### config.mk
export PLATFORM = sky130hd
export DESIGN_NAME = alu_bist_sequencer
export DESIGN_NICKNAME = d
export VERILOG_FILES = /design/src/rtl/alu_bist_sequencer.sv
export SDC_FILE = /design/constraint.sdc
export NUM_CORES = 1
export LEC_CHECK = 0
export CAP_MARGIN = 20
export CELL_PAD_IN_SITES_DETAIL_PLACEMENT = 0
export CELL_PAD_IN_SITES_GLOBAL_PLACEMENT = 1
export CORE_MARGIN = 10
export CORE_UTILIZATION = 30
export DETAILED_ROUTE_END_ITERATION = 6
export PLACE_DENSITY = 0.64
export SLEW_MARGIN = 20
export SYNTH_ARGS = -nofsm -noshare
export SYNTH_HDL_FRONTEND = slang
export SYNTH_SLANG_ARGS = --single-unit
export TNS_END_PERCENT = 5
### constraint.sdc
create_clock -name input_CLK -period 6.2 [get_ports input_CLK]
set_input_delay 0.93 -clock input_CLK [delete_from_list [all_inputs] [get_ports input_CLK]]
set_output_delay 0.93 -clock input_CLK [all_outputs]
set_load 0.01 [all_outputs]
### src/rtl/alu_bist_sequencer.sv
// Built-in self-test sequencer for the 16-bit ALU: drives ADD/SUB/AND/OR/XOR vectors,
// checks result/zero/negative against a golden model and keeps first-failure diagnostics.
module alu_bist_sequencer #(
  parameter int unsigned WIDTH       = 16,
  parameter int unsigned NUM_VECTORS = 32,
  parameter logic [15:0] SEED        = 16'hACE1
) (
  input  logic             input_CLK,
  input  logic             input_Reset,
  input  logic             input_start,
  output logic [WIDTH-1:0] output_A,
  output logic [WIDTH-1:0] output_B,
  output logic [2:0]       output_ALUOp,
  input  logic [WIDTH-1:0] input_ALU,
  input  logic             input_Zero,
  input  logic             input_negative,
  output logic             output_busy,
  output logic             output_done,
  output logic             output_pass,
  output logic [7:0]       output_fail_count,
  output logic [2:0]       output_first_fail_op,
  output logic [6:0]       output_first_fail_idx
);

  localparam int unsigned IDX_W = 7;
  localparam int unsigned CNT_W = 8;
  localparam logic [IDX_W-1:0] LAST_IDX = IDX_W'(NUM_VECTORS - 1);
  localparam logic [2:0]  OP_ADD    = 3'b000;
  localparam logic [2:0]  OP_SUB    = 3'b001;
  localparam logic [2:0]  OP_AND    = 3'b100;
  localparam logic [2:0]  OP_OR     = 3'b101;
  localparam logic [2:0]  OP_XOR    = 3'b110;
  localparam logic [15:0] LFSR_MASK = 16'hB400;
  localparam logic [15:0] B_SCRAMBLE = 16'h5A5A;

  typedef enum logic [1:0] {S_IDLE, S_APPLY, S_CHECK, S_DONE} state_t;

  state_t             state_q, state_d;
  logic [2:0]         op_q, op_d;
  logic [IDX_W-1:0]   idx_q, idx_d;
  logic [15:0]        lfsr_q, lfsr_d;
  logic [WIDTH-1:0]   a_q, a_d;
  logic [WIDTH-1:0]   b_q, b_d;
  logic               busy_q, busy_d;
  logic               done_q, done_d;
  logic               pass_q, pass_d;
  logic [CNT_W-1:0]   fail_count_q, fail_count_d;
  logic [2:0]         ff_op_q, ff_op_d;
  logic [IDX_W-1:0]   ff_idx_q, ff_idx_d;

  logic [WIDTH-1:0]   gold_res;
  logic               gold_zero;
  logic               gold_neg;
  logic               mismatch;

  function automatic logic [15:0] lfsr_step(input logic [15:0] l);
    return (l >> 1) ^ (l[0] ? LFSR_MASK : 16'h0000);
  endfunction

  function automatic logic [2:0] next_op(input logic [2:0] op);
    unique case (op)
      OP_ADD:  return OP_SUB;
      OP_SUB:  return OP_AND;
      OP_AND:  return OP_OR;
      OP_OR:   return OP_XOR;
      default: return OP_ADD;
    endcase
  endfunction

  // Golden model of the ALU response for the vector currently driven
  always_comb begin
    gold_res = '0;
    unique case (op_q)
      OP_ADD:  gold_res = a_q + b_q;
      OP_SUB:  gold_res = a_q - b_q;
      OP_AND:  gold_res = a_q & b_q;
      OP_OR:   gold_res = a_q | b_q;
      OP_XOR:  gold_res = a_q ^ b_q;
      default: gold_res = '0;
    endcase
    gold_zero = (gold_res == '0);
    gold_neg  = gold_res[WIDTH-1];
    mismatch  = (input_ALU != gold_res) || (input_Zero != gold_zero) ||
                (input_negative != gold_neg);
  end

  // Next-state and datapath update
  always_comb begin
    state_d      = state_q;
    op_d         = op_q;
    idx_d        = idx_q;
    lfsr_d       = lfsr_q;
    a_d          = a_q;
    b_d          = b_q;
    busy_d       = busy_q;
    done_d       = done_q;
    pass_d       = pass_q;
    fail_count_d = fail_count_q;
    ff_op_d      = ff_op_q;
    ff_idx_d     = ff_idx_q;

    unique case (state_q)
      S_IDLE, S_DONE: begin
        if (input_start) begin
          state_d      = S_APPLY;
          lfsr_d       = SEED;
          fail_count_d = '0;
          ff_op_d      = '0;
          ff_idx_d     = '0;
          done_d       = 1'b0;
          pass_d       = 1'b0;
          busy_d       = 1'b1;
          op_d         = OP_ADD;
          idx_d        = '0;
          a_d          = '0;
          b_d          = '0;
        end
      end
      S_APPLY: state_d = S_CHECK;
      S_CHECK: begin
        if (mismatch) begin
          if (fail_count_q != '1) fail_count_d = fail_count_q + CNT_W'(1);
          if (fail_count_q == '0) begin
            ff_op_d  = op_q;
            ff_idx_d = idx_q;
          end
        end
        // Only the random vectors consume LFSR states
        if (idx_q >= IDX_W'(2)) lfsr_d = lfsr_step(lfsr_q);
        if (idx_q < LAST_IDX) begin
          idx_d   = idx_q + IDX_W'(1);
          state_d = S_APPLY;
        end else if (op_q != OP_XOR) begin
          op_d    = next_op(op_q);
          idx_d   = '0;
          state_d = S_APPLY;
        end else begin
          state_d = S_DONE;
          busy_d  = 1'b0;
          done_d  = 1'b1;
          pass_d  = (fail_count_d == '0);
        end
        if (state_d == S_APPLY) begin
          if (idx_d == '0) begin
            a_d = '0;
            b_d = '0;
          end else if (idx_d == IDX_W'(1)) begin
            a_d = '1;
            b_d = WIDTH'(1);
          end else begin
            a_d = WIDTH'(lfsr_d);
            b_d = WIDTH'({lfsr_d[7:0], lfsr_d[15:8]} ^ B_SCRAMBLE);
          end
        end
      end
      default: state_d = S_IDLE;
    endcase
  end

  always_ff @(posedge input_CLK or posedge input_Reset) begin
    if (input_Reset) begin
      state_q      <= S_IDLE;
      op_q         <= '0;
      idx_q        <= '0;
      lfsr_q       <= SEED;
      a_q          <= '0;
      b_q          <= '0;
      busy_q       <= 1'b0;
      done_q       <= 1'b0;
      pass_q       <= 1'b0;
      fail_count_q <= '0;
      ff_op_q      <= '0;
      ff_idx_q     <= '0;
    end else begin
      state_q      <= state_d;
      op_q         <= op_d;
      idx_q        <= idx_d;
      lfsr_q       <= lfsr_d;
      a_q          <= a_d;
      b_q          <= b_d;
      busy_q       <= busy_d;
      done_q       <= done_d;
      pass_q       <= pass_d;
      fail_count_q <= fail_count_d;
      ff_op_q      <= ff_op_d;
      ff_idx_q     <= ff_idx_d;
    end
  end

  assign output_A              = a_q;
  assign output_B              = b_q;
  assign output_ALUOp          = op_q;
  assign output_busy           = busy_q;
  assign output_done           = done_q;
  assign output_pass           = pass_q;
  assign output_fail_count     = fail_count_q;
  assign output_first_fail_op  = ff_op_q;
  assign output_first_fail_idx = ff_idx_q;

endmodule

* Word-level counts from Yosys, hierarchy flattened *
Cells that the tools add are included.

word-level totals
  register bits = 81
  output and inout port bits = 56

cells by class
  eq/ne operators = 21
  reduce and logical (&&, ||, !) cells = 15
  multiplexer cells = 52
  bitwise operators = 5
  $lt $le $gt $ge = 2
  add/sub/neg operators = 4

operator list
  cell                   count
  $mux W16               11
  $pmux W16 S2           3
  $pmux W16 S5           1
  $mux W7                6
  $mux W8                4
  $pmux W7 S2            2
  $add A16 B16 Y16       1
  $and A16 B16 Y16       1
  $logic_not A16 Y1      1
  $logic_not A8 Y1       2
  $ne A16 B16 Y1         1
  $or A16 B16 Y16        1
  $pmux W8 S2            1
  $sub A16 B16 Y16       1
  $xor A15 B16 Y16       1
  $xor A16 B16 Y16       1
  $mux W3                5
  $ne A2 B2 Y1 const B   7
  $pmux W3 S2            2
  $pmux W3 S4            1
  $reduce_and A4 Y1      3
  $eq A3 B3 Y1 const B   3
  $add A8 B1 Y8 const B  1
  $mux W1                8
  22 further kinds       31

* Longest topological paths before layout *
Gate-level depths: netlist of run 1.

  depth after elaboration = 12
  depth in mapped cells = 23
  gate-level depth less buffers = 17

* Least setup slack after synthesis of run 1 *
No wires, ideal clock.

  path type = input -> register
  from = in output_ALUOp[1]
  to = reg ff_idx_q[0], in the netlist output_first_fail_idx[0]
  path slack = 1.519 ns
  data required time = 6.079 ns
  arrival = 4.560 ns
  buffers on the path = 4
  setup time = 0.121 ns
  stages = 21
  cell sequence = dfrtp_1 > buf_6 > buf_6 > nor2_2 > clkbuf_1 > and2_1 > clkbuf_1 > nor2_1 > xnor2_1 > ha_1 > a211oi_2 > o21a_1 > a2111oi_2 > or3_1 > and2_1 > o41ai_2 > a211oi_1 > o311a_2 > nor3_2 > o21ai_4 > a22o_1

on the way
  cells in the longest elaborated chain, start to end = 8
  elaborated cells between the ends (all ways) = 14
  classes of those cells = 8 x eq/ne; 1 x mux; 5 x reduce/logical

ends and longest elaborated chain
  what                                        line  RTL
  start, declared                             13    output logic [2:0] output_ALUOp,
  $eq A3 B3 Y1, or another cell as far along  73    unique case (op_q)
  $pmux W16 S5 (*)                            73
  $logic_not A16 Y1                           81    gold_zero = (gold_res == '0);
  $ne A1 B1 Y1                                83    mismatch = (input_ALU != gold_res) || (input_Zero != gold_zero) ||
  $logic_or A1 B1 Y1                          83
  $logic_or A1 B1 Y1 (*)                      83
  $ne A2 B2 Y1 (no source line) (*)           --
  $reduce_and A4 Y1 (no source line) (*)      --
  end signal, assigned                        186   ff_idx_q <= ff_idx_d;
  end, declared                               49    logic [IDX_W-1:0] ff_idx_q, ff_idx_d;

Mark *: on every way between the ends. The rest lies on a longest branch, timed or not.
A chain may end at the register's enable or synchronous reset.

* Worst setup path after layout of run 1 *
  from = in output_B[2]
  to = reg ff_idx_q[5], in the netlist output_first_fail_idx[5]

on the way
  cells in the longest elaborated chain, start to end = 8
  elaborated cells between the ends (all ways) = 14
  classes of those cells = 2 x add/sub; 4 x eq/ne; 1 x mux; 3 x bitwise; 4 x reduce/logical

ends and longest elaborated chain
  what                                            line  RTL
  start, declared                                 12    output logic [WIDTH-1:0] output_B,
  $sub A16 B16 Y16, or another cell as far along  75    OP_SUB: gold_res = a_q - b_q;
  $pmux W16 S5 (*)                                73
  $logic_not A16 Y1                               81
  $ne A1 B1 Y1                                    83
  $logic_or A1 B1 Y1                              83
  $logic_or A1 B1 Y1 (*)                          83
  $ne A2 B2 Y1 (no source line) (*)               --
  $reduce_and A4 Y1 (no source line) (*)          --

Marks and branches as above.

==> summary.txt, run 1 <==
GRT
  – GRT Util Overall: 15.4%
  – Pin count of the biggest net entering global routing: 75
  – GRT Residual Overflow: 0
  – First-pass GRT wire length: 35,400 um
  – Vias in the first global route: 5,971
  – Initial antenna violation count: 0

Worst setup path
  – Critical path required time: 6480 ps
  – Reg-to-Reg Start: output_B[2]$_DFFE_PP0P_
  – Critical path startpoint category: flop
  – Worst path cell trace: nor4_1 -> nand2_1 -> nor3b_1 -> a21oi_1 -> xnor2_1 -> ha_1 -> nand2_1 -> o31ai_1 -> nor3_1 -> nor4_1 -> nand4_1 -> or4_4 -> nor4_4 -> o311a_2 -> nor3_2 -> o21ai_4 -> a22o_1
  – R2r endpoint: output_first_fail_idx[5]$_DFFE_PP0P_
  – Slowest CP cell: or4_4
  – Crit Path Category: flop to flop
  – Crit path max fanout: 10
  – FF-to-FF path depth: 17
  – CP peak stage delay: 560 ps
  – R2r setup slk: 950 ps
  – Crit path DAT: 5530 ps
  – Crit. End Element: flop

Die
  – DIE WIDTH: 168 um
  – Die Ht: 168 um
  – Rows: 54
  – Starting Density: 30.3%
  – I/O pin count: 77
  – Core area: 21,700 um^2
  – Die area: 28,200 um^2

Drt
  – Met2 WL: 10,500 um
  – Via Count: 5,907
  – Per-cell routed wire length: 20.0 um
  – Iteration count of the initial detailed-routing pass: 4
  – DR vias/cell: 5.35
  – DRT iter0 DRCs: 364
  – Wire length on met3: 804 um
  – Uppermost layer routed: met4
  – Post-route ant nets: 0
  – Residual DRC count: 0
  – M1 wire length: 10,600 um
  – Routed WL: 22,100 um

Timing
  – Hold slack final: 508 ps
  – Slew Limit Fails: 0
  – Fmax: 0.191 GHz
  – Final WS setup: 955 ps
  – Fin crit period: 5250 ps
  – Final Cycle Share: 84.6%
  – Final hold violations: 0
  – Setup TNS: 0 ps
  – RSZ-0062 raised after global routing: no
  – Final Skew: 12.6 ps
  – Slew margin rel.: 36.1%
  – Worst Tran Pin Value: 958 ps
  – Final setup vio count: 0

Min path
  – Hold Crit Class: flop to flop
  – Hold path depth: 2
  – Hold Crit Start: lfsr_q[9]$_DFFE_PP0P_
  – Endpoint, Worst Hold: lfsr_q[9]$_DFFE_PP0P_

Finish
  – Area Growth Syn to Fin: 19.7%
  – Fillers: 2,249
  – Nets@finish: 896
  – Multi-input logic area: 4160 um^2
  – Final non-filler cell total: 1,104
  – FF+latch area: 2010 um^2
  – Share of cells above drive strength 1: 8.13%
  – Number of diodes: 0

Logic synthesis
  – Post-synth top area cell: dfrtp_1
  – Cell variety after synth: 91
  – Post-synth ARST share: 100%
  – Combinational family with the most area after synthesis: compound AO/OA/AOI/OAI gates
  – Yosys top cell area share: 27.4%
  – XOR/XNOR Fraction of Synth Area: 4.00%
  – Syn Nets: 842
  – Top_reg_cell synth: dfrtp_1
  – Top post-synthesis cells by area: dfrtp_1 (27%), ha_1 (10%), a22o_1 (4.9%), nand2_1 (4.7%), o21ai_0 (4.1%)
  – Synth Register Bits: 80
  – Post-synth EDFFs: 0
  – Post-Synth Adder-Cell Area: 10.8%
  – Post-Synthesis Cells: 765
  – Register area share after synthesis: 30.6%
  – Syn_area_per_cell: 8.59 um^2
  – Multiplexer area fraction after synthesis: 4.82%
  – Cell area after synthesis: 6570 um^2
  – Compound-cell area share of the yosys netlist: 26.9%
  – Area share of and/or/nand/nor cells after synthesis: 16.8%
  – Synth warn: 0

Place
  – PortBufs: 76
  – Placed Cells incl. Taps: 1,088
  – Post-DP HPWL: 17,100 um
  – Routability cong.: 0.866
  – Placement Setup Slack: 946 ps

CTS
  – Htree depth: 3
  – Post-CTS setup buffers: 0
  – Reg clk slew, reported paths: 70 ps
  – CTS Buf Count: 9
  – Resized cells post-CTS: 0
  – Clock latency at the later pin of the worst-skew pair: 340 ps
  – TritonCTS sink count: 80
  – CTS tree: yes
  – Clock Tree Buf Depth: 2
  – CTS Hold Bufs: 0
  – CTS root buffer: clkbuf_16

Power and ir drop
  – Leak: 0.00319 uW
  – Max rail drop VDD: 0.228 mV
  – Power per Cell Area: 638 nW/um^2

Job
  – Maxcap violations: 0

Run status
  – Status: complete, no violations
[worst max-delay path by stage]
| stage | start | to | slack, ps | cells after the start |
|---|---|---|---|---|
| CTS | output_B[2]$_DFFE_PP0P_ | output_first_fail_idx[4]$_DFFE_PP0P_ | 920 | 17 |
| finish | output_B[2]$_DFFE_PP0P_ | output_first_fail_idx[5]$_DFFE_PP0P_ | 950 | 17 |
| detailed placement | output_B[2]$_DFFE_PP0P_ | output_first_fail_idx[2]$_DFFE_PP0P_ | 950 | 17 |
| floorplan | output_ALUOp[1]$_DFFE_PP0P_ | output_first_fail_idx[0]$_DFFE_PP0P_ | 1520 | 20 |
| global route | output_B[2]$_DFFE_PP0P_ | output_first_fail_idx[5]$_DFFE_PP0P_ | 570 | 18 |
| global placement | output_B[2]$_DFFE_PP0P_ | output_first_fail_op[0]$_DFFE_PP0P_ | 950 | 17 |
[layout by cell type, fill, tap and decap left out, drive strengths merged, types with 11 or more instances in the layout]
cell           netlist  final
a21oi               43     43
a22o                37     37
buf                 14     11
clkdlybuf4s50        0     76
dfrtp               72     72
ha                  55     55
inv                 52     52
mux2i               26     26
nand2               83     83
nand3               14     14
nand4               11     11
nor2                42     42
nor3                14     14
o211ai              14     14
o21ai               65     65
o31ai               11     11
xnor2               26     26
[sequential cells by signal, indices dropped and copies added (netlist names)]
signal and count:
state_q 2, output_ALUOp 3, lfsr_q 16, output_first_fail_op 3
output_busy 1, idx_q 7, output_pass 1, output_done 1
output_fail_count 8, output_B 15, output_A 16, output_first_fail_idx 7
[worst max-delay path, delay by kind of cell (launching register included)]
| kind | cells | cell delay (ps) |
|---|---|---|
| and+or+nand+nor | 10 | 2770 |
| AOI/OAI and AO/OA | 5 | 1350 |
| adders and majority gates | 1 | 400 |
| xor gates and xnor gates | 1 | 170 |
| DFF | 1 | 470 |
[metal layers]
layer	up-vias	track usage, %
met5	-	0
met4	0	3.44
met3	24	2.28
met2	120	25.3
met1	2839	20.9
li1	2924	-
[synthesized netlist by cell type (7+ instances only)]
library cell and n:
clkbuf_1 30, xnor2_1 26, a31oi_1 8, o21ai_1 10, mux2i_1 26, o22ai_1 8
buf_2 7, a22o_1 37, nor2_1 40, o31ai_1 11, nand4_1 11, nand3_1 14
nand2_1 83, a21oi_1 42, dfrtp_1 72, nor3_1 13, o21ai_0 54, ha_1 55
inv_1 52, and2_1 7, and3_1 7, o211ai_1 13, dfstp_2 8
[stage by stage]
| stage | area, um^2 | util [%] | total power [uW] |
|---|---|---|---|
| after detailed placement | 7570 | 34.9 | 4470 |
| final | 7870 | 36.3 | 5020 |
| after CTS | 7870 | 36.3 | 5030 |
| after global routing | 7870 | 36.3 | 5470 |
| after global placement | 7570 | 34.9 | 4490 |
| after floorplan | 6570 | - | 3410 |
[power breakdown]
group | switching (uW) | leakage (uW) | internal [uW]
sequential | 182 | 0.00106 | 633
combinational | 2240 | 0.00200 | 1420
clock | 224 | 0.000131 | 314
total | 2650 | 0.00319 | 2370
[kinds of logic (layout without fill, tap and decap cells)]
logic type	Yosys count	count (layout)
XOR/XNOR	30	30
multiplexers	31	31
flip-flops	80	80
AO/OA/AOI/OAI	250	250
adder cells (fa/ha/maj)	56	56
buffers and inverters	97	156
AND/OR/NAND/NOR	221	221
[cell type report]
| cell class | instances | share of cell area [%] |
|---|---|---|
| multi-input combinational | 588 | 52.9 |
| sequential | 80 | 25.6 |
| timing repair buffer | 87 | 10.7 |
| tap | 280 | 4.45 |
| clock buffer | 10 | 2.91 |
| inverter | 53 | 2.54 |
| clock inverter | 6 | 0.875 |
No activity file was read; power rests on OpenSTA's default activity.
==> inputs of run 2 (changes only) <==
Settings changed: PLACE_DENSITY 0.64 to 0.66.
Clock period 6.2 ns to 4.4 ns, I/O delays scaled along.
==> run 2 against run 1 <==
The flow now finishes with violations (negative setup slack); cell area rose by 15%; non-clock buffer count grew 95; sequential share of layout area is 3.2 points lower; die area stayed put; critical path depth increased by 4; core utilization increased by 5.3 points; setup slack worse by 1200 ps; routed wire length is 8.1% higher; cell count up 8.6%; register-to-register slack got worse by 1200 ps; first-iteration DRC count is 32% higher.
==> summary.txt, run 2 (synthesis results as in run 1) <==
Drt
  – Routed WL: 23,900 um (+8.1%)
  – Per-cell routed wire length: 19.9 um (-0.49%)
  – Post-route ant nets: 0 (unchanged)
  – DRT iter0 DRCs: 479 (+32%)
  – Iteration count of the initial detailed-routing pass: 5 (+1)
  – Via Count: 6,488 (+9.8%)
  – DR vias/cell: 5.41 (+1.1%)
  – Residual DRC count: 0 (unchanged)

Die
  – Rows: 54 (unchanged)
  – Die Ht: 168 um (unchanged)
  – DIE WIDTH: 168 um (unchanged)
  – I/O pin count: 77 (unchanged)
  – Die area: 28,200 um^2 (unchanged)
  – Starting Density: 30.3% (unchanged)
  – Core area: 21,700 um^2 (unchanged)

Worst setup path
  – R2r setup slk: -210 ps (-1170 ps)
  – Top cell family by delay on the critical path: simple AND/OR/NAND/NOR gates
  – Crit Path Category: flop to flop
  – Crit. End Element: flop
  – Crit path DAT: 4840 ps (-690 ps)
  – Reg-to-Reg Start: output_B[5]$_DFFE_PP0P_
  – CP peak stage delay: 540 ps (-20 ps)
  – Worst path bufs/invs: 4 (+4)
  – R2r endpoint: output_first_fail_op[0]$_DFFE_PP0P_
  – CP Depth: 21 (+4)
  – Worst path cell trace: nor4_4 -> nand2_1 -> nor3b_2 -> buf_4 -> nor2_1 -> xnor2_1 -> ha_2 -> nand2_1 -> o21ai_2 -> a21oi_2 -> xnor2_1 -> a221o_1 -> or4_4 -> nor4_4 -> buf_4 -> o311ai_4 -> buf_6 -> nand2_4 -> nor2_4 -> clkbuf_16 -> a22o_1
  – Critical path required time: 4630 ps (-1850 ps)
  – FF-to-FF path depth: 21 (+4)
  – Critical path startpoint category: flop
  – Crit path max fanout: 5 (-5)
  – Slowest CP cell: or4_4

Place
  – Routability cong.: 0.860 (-0.62%)
  – Placement Cell Area: 8240 um^2 (+8.8%)
  – PortBufs: 76 (unchanged)
  – Placed Cells incl. Taps: 1,172 (+7.7%)
  – Post-DP HPWL: 18,300 um (+7.1%)
  – Placement Setup Slack: -320 ps (-1270 ps)

Timing
  – Final hold violations: 0 (unchanged)
  – Hold slack final: 509 ps (+1.06 ps)
  – Slew margin rel.: 38.0% (+1.9 points)
  – RSZ-0062 raised after global routing: yes
  – Final setup vio count: 19 (+19)
  – Final WS setup: -212 ps (-1170 ps)
  – Worst Tran Pin Value: 930 ps (-28.6 ps)
  – Final Skew: 7.55 ps (-5.04 ps)
  – Slew Limit Fails: 0 (unchanged)
  – Final Cycle Share: 105% (+20 points)
  – Fin crit period: 4610 ps (-633 ps)
  – Fmax: 0.217 GHz (+14%)

Min path
  – Hold path depth: 2 (unchanged)
  – Hold Crit Start: lfsr_q[9]$_DFFE_PP0P_
  – Hold Crit Class: flop to flop
  – Endpoint, Worst Hold: lfsr_q[9]$_DFFE_PP0P_

CTS
  – Clock latency at the later pin of the worst-skew pair: 340 ps (about the same)
  – TritonCTS sink count: 80 (unchanged)
  – CTS Hold Bufs: 0 (unchanged)
  – CTS tree: yes
  – CTS Buf Count: 9 (unchanged)
  – Clock Tree Buf Depth: 2 (unchanged)
  – Htree depth: 3 (unchanged)
  – CTS root buffer: clkbuf_16
  – Reg clk slew, reported paths: 60 ps (about the same)

GRT
  – Vias in the first global route: 6,358 (+6.5%)
  – GRT Max-Usage Layer: met2
  – Met2 Use GR: 26.6% (+1.3 points)
  – First-pass GRT wire length: 36,800 um (+3.8%)
  – GRT Util Overall: 16.0% (+0.62 points)
  – GRT Residual Overflow: 0 (unchanged)
  – Met3 usage: 2.51% (+0.23 points)
  – Pin count of the biggest net entering global routing: 39 (-48%)
  – Met1 usage: 21.2% (+0.37 points)
  – Initial antenna violation count: 0 (unchanged)

Job
  – Maxcap violations: 0 (unchanged)

Finish
  – Commonest non-fill, non-tap cell in the layout: buf_4
  – Commonest non-fill, non-tap cells in the layout: buf_4 (98), nand2_1 (79), clkdlybuf4s50_1 (76)
  – Final non-filler cell total: 1,199 (+8.6%)
  – Nets@finish: 992 (+11%)
  – Fillers: 2,155 (-4.2%)
  – Share of cells above drive strength 1: 23.0% (+15 points)
  – Cell area after layout: 9020 um^2 (+15%)
  – Area Growth Syn to Fin: 37.2%
  – Number of diodes: 0 (unchanged)

Run status
  – Failing checks: negative setup slack
  – Status: complete, but fails checks
==> run 2: area by class of cell <==
class	instances	area [um^2]	share of cell area, %
clock buffers	9	225	2.50
clock inverters	6	85.1	0.944
inverters	53	203	2.25
multi-input cells	589	4530	50.2
flip-flops and latches	80	2010	22.3
well taps	280	350	3.89
repair buffers	182	1610	17.8
==> run 2: worst reg2reg max path, cell delays in order (launching register included) <==
cell	delay, ps
dfrtp_1	410
nor4_4	340
nand2_1	150
nor3b_2	200
buf_4	160
nor2_1	50
xnor2_1	130
ha_2	410
nand2_1	90
o21ai_2	220
a21oi_2	70
xnor2_1	160
a221o_1	350
or4_4	540
nor4_4	280
buf_4	190
o311ai_4	110
buf_6	180
nand2_4	70
nor2_4	60
clkbuf_16	160
a22o_1	190
==> run 2: timing repair <==
item | in CTS | in global routing
pin swaps | 4 | 35
endpoints found under the setup margin | 19 | 19
resized for setup | 12 | 70
cloned | 0 | 3
buffers inserted | 1 | 8
hold endpoints to repair | 0 | 0
==> run 2: metrics by stage <==
step	utilization [%]	TNS, ps
floorplan	-	0
global placement	38.0	-6500
detailed placement	38.0	-4860
CTS	39.8	-627
global route	41.6	-6790
finish	41.6	-2950
==> run 2: worst max path at each step <==
stage | start | endpoint | slack [ps]
2_1_floorplan | output_ALUOp[0]$_DFFE_PP0P_ | output_first_fail_idx[0]$_DFFE_PP0P_ | 6
3_3_place_gp | output_B[2]$_DFFE_PP0P_ | output_first_fail_op[2]$_DFFE_PP0P_ | -390
3_5_place_dp | output_B[2]$_DFFE_PP0P_ | output_first_fail_idx[4]$_DFFE_PP0P_ | -320
4_1_cts | output_B[2]$_DFFE_PP0P_ | output_first_fail_idx[4]$_DFFE_PP0P_ | -60
5_1_grt | output_B[5]$_DFFE_PP0P_ | output_fail_count[6]$_DFFE_PP0P_ | -410
6_report | output_B[5]$_DFFE_PP0P_ | output_first_fail_op[0]$_DFFE_PP0P_ | -210
==> run 2: layer usage <==
layer  up-vias  share of wire [%]
li1       3117                  -
met3        35                4.0
met2       147                 48
met4         0                2.2
met1      3189                 46
met5         -                  0
Power of run 2 is not shown: default switching activity piles up to over one toggle a cycle in this logic, so the estimate is an artifact.
